$ cat src/rtl/dmem_boot_loader.sv
// ---------------------------------------------------------------------------
// dmem_boot_loader
//
// Boot-time owner of the data memory write port. While the CPU is held in
// reset, a host streams (address, word) beats over a valid/ready handshake and
// every aligned, in-window beat is written to data_mem as a full word in the
// same cycle it is accepted. Once the stream ends, either through host_last or
// because the window is full, the CPU stays in reset for RELEASE_DELAY more
// cycles. After that the write port is handed back to the CPU unchanged.
//
// Ports
//   clk, reset                  rising-edge clock, synchronous active-high reset
//   start_load                  begin a load from IDLE, or restart one from RUN
//   host_valid/ready/addr/
//   host_data/host_last         host beat stream
//   cpu_MemWrite/Store/
//   cpu_DataAdr/cpu_WriteData   CPU store port, passed through only in RUN
//   cpu_reset                   reset to the CPU, low only in RUN
//   MemWrite/Store/DataAdr/
//   WriteData                   data_mem write port
//   busy, done                  status: LOAD or DRAIN / RUN
//   word_count                  words written by the current load
//   err_align, err_range        sticky flags for dropped beats
// ---------------------------------------------------------------------------
module dmem_boot_loader #(
    parameter logic [31:0] BASE_ADDR     = 32'h0000_0000,
    parameter int          MAX_WORDS     = 64,
    parameter int          COUNT_W       = 16,
    parameter int          RELEASE_DELAY = 2
) (
    input  logic               clk,
    input  logic               reset,
    input  logic               start_load,
    input  logic               host_valid,
    output logic               host_ready,
    input  logic [31:0]        host_addr,
    input  logic [31:0]        host_data,
    input  logic               host_last,
    input  logic               cpu_MemWrite,
    input  logic [2:0]         cpu_Store,
    input  logic [31:0]        cpu_DataAdr,
    input  logic [31:0]        cpu_WriteData,
    output logic               cpu_reset,
    output logic               MemWrite,
    output logic [2:0]         Store,
    output logic [31:0]        DataAdr,
    output logic [31:0]        WriteData,
    output logic               busy,
    output logic               done,
    output logic [COUNT_W-1:0] word_count,
    output logic               err_align,
    output logic               err_range
);

    typedef enum logic [1:0] {
        IDLE  = 2'd0,
        LOAD  = 2'd1,
        DRAIN = 2'd2,
        RUN   = 2'd3
    } state_t;

    // The window size is held in 33 bits so that a large MAX_WORDS cannot
    // wrap the bound to zero.
    localparam logic [32:0]        WINDOW_BYTES = 33'(4 * MAX_WORDS);
    localparam logic [COUNT_W-1:0] LAST_INDEX   = COUNT_W'(MAX_WORDS - 1);
    localparam logic [31:0]        DRAIN_LAST   = 32'(RELEASE_DELAY - 1);
    localparam logic [2:0]         STORE_WORD   = 3'b010;

    state_t      state;
    logic [31:0] delayCnt;

    logic        handshake;
    logic        aligned;
    logic        inRange;
    logic        writeBeat;
    logic [31:0] offset;

    // Reset takes priority over the handshake. A beat presented during the
    // reset cycle is never written, even though host_ready, which decodes
    // only from the state, still reads 1 in that cycle.
    assign handshake = (state == LOAD) && host_valid && !reset;
    assign aligned   = (host_addr[1:0] == 2'b00);
    assign offset    = host_addr - BASE_ADDR;
    // Unsigned check. The offset is only meaningful once host_addr >= BASE_ADDR.
    assign inRange   = (host_addr >= BASE_ADDR) && ({1'b0, offset} < WINDOW_BYTES);
    assign writeBeat = handshake && aligned && inRange;

    assign cpu_reset  = (state != RUN);
    assign host_ready = (state == LOAD);
    assign busy       = (state == LOAD) || (state == DRAIN);
    assign done       = (state == RUN);

    // Write port mux. Outside RUN the loader owns the port and cpu_MemWrite
    // is ignored.
    always_comb begin
        MemWrite  = writeBeat;
        Store     = STORE_WORD;
        DataAdr   = host_addr;
        WriteData = host_data;
        if (state == RUN) begin
            MemWrite  = cpu_MemWrite;
            Store     = cpu_Store;
            DataAdr   = cpu_DataAdr;
            WriteData = cpu_WriteData;
        end
    end

    always_ff @(posedge clk) begin
        if (reset) begin
            state      <= IDLE;
            word_count <= '0;
            err_align  <= 1'b0;
            err_range  <= 1'b0;
            delayCnt   <= '0;
        end else begin
            case (state)
                IDLE, RUN: begin
                    if (start_load) begin
                        state      <= LOAD;
                        word_count <= '0;
                        err_align  <= 1'b0;
                        err_range  <= 1'b0;
                    end
                end
                LOAD: begin
                    if (handshake) begin
                        if (!aligned) begin
                            err_align <= 1'b1;
                        end else if (!inRange) begin
                            err_range <= 1'b1;
                        end else begin
                            word_count <= word_count + COUNT_W'(1);
                        end
                        // A last beat ends the load even if it was dropped.
                        // A full window also ends it, so the next beat is
                        // never accepted.
                        if (host_last || (writeBeat && word_count == LAST_INDEX)) begin
                            state    <= DRAIN;
                            delayCnt <= '0;
                        end
                    end
                end
                DRAIN: begin
                    if (delayCnt == DRAIN_LAST) begin
                        state <= RUN;
                    end else begin
                        delayCnt <= delayCnt + 32'd1;
                    end
                end
                default: state <= IDLE;
            endcase
        end
    end

endmodule

$ cat config.mk
export PLATFORM = sky130hd
export DESIGN_NAME = dmem_boot_loader
export DESIGN_NICKNAME = d
export VERILOG_FILES = /design/src/rtl/dmem_boot_loader.sv
export SDC_FILE = /design/constraint.sdc
export NUM_CORES = 1
export LEC_CHECK = 0
export CAP_MARGIN = 20
export CORE_ASPECT_RATIO = 1.75
export CORE_MARGIN = 4
export CORE_UTILIZATION = 34
export DETAILED_ROUTE_END_ITERATION = 12
export PLACE_DENSITY = 0.78
export SYNTH_ARGS = -nofsm -noshare
export SYNTH_HDL_FRONTEND = slang
export SYNTH_SLANG_ARGS = --single-unit
$ cat constraint.sdc
create_clock -name clk -period 2.3 [get_ports clk]
set_clock_uncertainty 0.1 [all_clocks]
set_input_delay 0.46 -clock clk [delete_from_list [all_inputs] [get_ports clk]]
set_output_delay 0.46 -clock clk [all_outputs]
set_load 0.03 [all_outputs]
==> reports/results.tsv <==
stage	metric	value	unit
status	status	finished, violations left	
status	failing checks	setup timing	
setup_path	Max FO, Critical Path	7	
synthesis	Primary FF master, synth	dfxtp_1	
timing	Max Transition Viols Final	0	
die	row count	50	
timing	Least-Margin Pin Slew	393	ps
placement	Placer Congestion	0.913	
final_layout	most common cell after layout, fill and taps aside	clkdlybuf4s50_1	
clocking	H-tree depth	2	
route	DRT iter0 DRCs	250	
grt	GR Util All Layers	27.3	%
pwr	Pwr Density	593	mW/mm2
final_layout	Layout fillers	802	
route	remaining antenna violation count	0	
die	core area	0.0107	mm2
synthesis	Seq/Total Area, Yosys	28.0	%
synthesis	Synth Area in XOR/XNOR	3.30	%
route	routed wire length	18700	um
pwr	Max VDD drop	425	uV
die	Starting Density	34.7	%
setup_path	RR Endpoint	delayCnt[31]$_SDFFE_PP0P_	
route	1st-pass router iterations	5	
clocking	Max clock buf depth	2	
final_layout	Synth-to-Final Area Change	101	%
synthesis	post-synthesis mux area share	20.2	%
clocking	CTS tree	done	
timing	Period minus WS final	2400	ps
grt	initial antenna violation count	4	
route	vias per inst	5.56	
timing	final worst slack	-103	ps
final_layout	layout cells sized above 1	42.4	%
setup_path	endpoint class of the critical path	register	
synthesis	mean post-synth cell area	8.38	um2
synthesis	post-synthesis adder-cell area fraction	2.02	%
timing	setup_tns	-382	ps
timing	Max Clock Freq	416	MHz
synthesis	largest family of logic cells by synthesized area	simple AND/OR/NAND/NOR gates	
final_layout	highest-count cells in the layout ignoring fill and taps	128 x clkdlybuf4s50_1, 116 x buf_4, 64 x mux2_2	
timing	Hold Fails Final Rpt	0	
clocking	hold_buf cts	0	
placement	Post-DP HPWL	14600	um
die	DIE HEIGHT	146	um
grt	first-pass GRT wire length	26600	um
clocking	clock root cell	clkbuf_16	
synthesis	Post-synth EDFFs	0	
placement	DP Area	0.00666	mm2
timing	relative slew slack	73.6	%
timing	endpoints failing setup	13	
timing	RSZ-0062 raised after global routing	true	
worst_hold_path	hold wc startpoint	err_align$_SDFFE_PP0P_	
die	die width	87	um
placement	placed insts	855	
synthesis	post-synthesis register bit count	52	
grt	number of global-route vias before repair	5069	
final_layout	final non-filler cell total	883	
die	Die ar.	0.0127	mm2
synthesis	Ys Warns	0	
route	Routed WL per cell	21.1	um
clocking	Reg clk slew, reported paths	70	ps
die	I/O pins	227	
flow_run	max-cap violation count	0	
worst_hold_path	hold depth	2	
synthesis	library cells used by synthesis	48	
setup_path	FF-to-FF path depth	8	
synthesis	Compound-Gate Fraction of Synth Area	12.6	%
setup_path	flop2flop setup slack	-100	ps
route	DRC viols	0	
synthesis	Post-synth ARST share	0	%
route	vias	4913	
grt	largest net degree at the start of global routing	34	
clocking	Num CTS Buffers	5	
setup_path	r2r startpoint	word_count[8]$_SDFFE_PP0P_	
pwr	Final Power	4420	uW
final_layout	fin nets	895	
synthesis	Post-Syn Nets	586	
synthesis	post-synthesis simple-gate area fraction	30.0	%
timing	fin crit share	104	%
worst_hold_path	hold endpoint	err_align$_SDFFE_PP0P_	
pwr	Lkg Pwr	0.00288	uW
setup_path	Setup CP Type	reg -> reg	
synthesis	Mapped Area	0.00371	mm2
final_layout	number of antenna diodes	0	
setup_path	crit path launch type	register	
final_layout	fin area	0.00745	mm2
clocking	latest clock arrival within the worst-skew pair	300	ps
setup_path	Worst EP arrival	2480	ps
placement	port bufs	226	
synthesis	Gate Count Post-Synth	443	
setup_path	worst path required time	2380	ps
clocking	clk sink count	52	
worst_hold_path	worst hold path type	reg -> reg	
grt	remaining global-route overflow	0	
placement	Setup WS pre-CTS	-672	ps
Yosys cell counts (9+ instances only):
cell type	count	area (um2)
and3_1	9	56.3
or3_1	19	119
nor4_1	13	81.3
nand2_1	25	93.8
nand3_1	22	110
inv_1	12	45.0
nand4_1	22	138
and2_1	9	56.3
xor2_1	12	105
a21oi_1	30	150
nor2_1	29	109
dfxtp_1	52	1040
mux2_2	65	732
clkbuf_1	15	56.3
o21ai_0	24	120
report_power, final:
part | internal, uW | total, uW | switching (uW)
combinational | 1240 | 2580 | 1340
sequential | 936 | 963 | 27.4
clock | 519 | 873 | 354
total | 2700 | 4420 | 1720
kinds of logic (layout without fill, tap and decap cells):
kind of cell	after synthesis	count (layout)
AO/OA/AOI/OAI	78	79
flip-flops	52	52
AND/OR/NAND/NOR	191	191
XOR/XNOR	14	14
multiplexers	67	67
buffers and inverters	35	344
adder cells (fa/ha/maj)	6	6
metrics by stage:
| stage | hold slack [ps] | utilization (%) |
|---|---|---|
| 6_report | 391 | 69.6 |
| 2_1_floorplan | 352 | - |
| 3_5_place_dp | 370 | 62.2 |
| 4_1_cts | 394 | 65.8 |
| 3_3_place_gp | 360 | 62.2 |
| 5_1_grt | 424 | 69.6 |
sequential cells by signal, summed over array words and instances, names as in the netlist:
register / count
err_range: 1
word_count: 16
delayCnt: 32
state: 2
err_align: 1
how the worst max path moves through the flow:
stage,start,endpoint,slack [ps],cells past startpoint
final,word_count[8]$_SDFFE_PP0P_,delayCnt[31]$_SDFFE_PP0P_,-100,8
after global routing,word_count[1]$_SDFFE_PP0P_,delayCnt[31]$_SDFFE_PP0P_,-160,9
after CTS,host_valid,delayCnt[27]$_SDFFE_PP0P_,-80,9
after detailed placement,host_addr[9],delayCnt[27]$_SDFFE_PP0P_,-670,8
after global placement,host_addr[9],delayCnt[28]$_SDFFE_PP0P_,-660,8
after floorplan,state[1]$_SDFFE_PP0P_,DataAdr[10],0.3,4
metal layers:
metal	part of all wire, %	vias up	track usage (%)
met2	53	276	49.5
met1	32	2268	26.8
met3	8.2	74	8.13
met5	0.31	-	0
li1	-	2287	-
met4	6.8	8	14.7
worst max-delay path, cell delays in order, from the launching register on:
cell and delay, ps:
dfxtp_1 310, nor4_1 350, nand4_1 260, nor4_4 260
buf_4 200, o2bb2ai_4 130, buf_6 170, o31ai_1 390
a21oi_2 100
layout make-up:
class | instances | area (um2) | area share, %
clock buffer | 6 | 129 | 1.73
timing repair buffer | 324 | 3120 | 41.9
clock inverter | 2 | 38.8 | 0.521
tap | 130 | 163 | 2.18
sequential | 52 | 1050 | 14.1
inverter | 12 | 45.0 | 0.605
multi-input combinational | 357 | 2900 | 38.9
what timing repair did:
action	CTS	global route
setup buffers	3	11
endpoints found under the setup margin	100	76
gates cloned	2	4
gates resized for setup	160	110
pin swaps	17	66
Note: power is estimated with default switching activity, not from simulation.
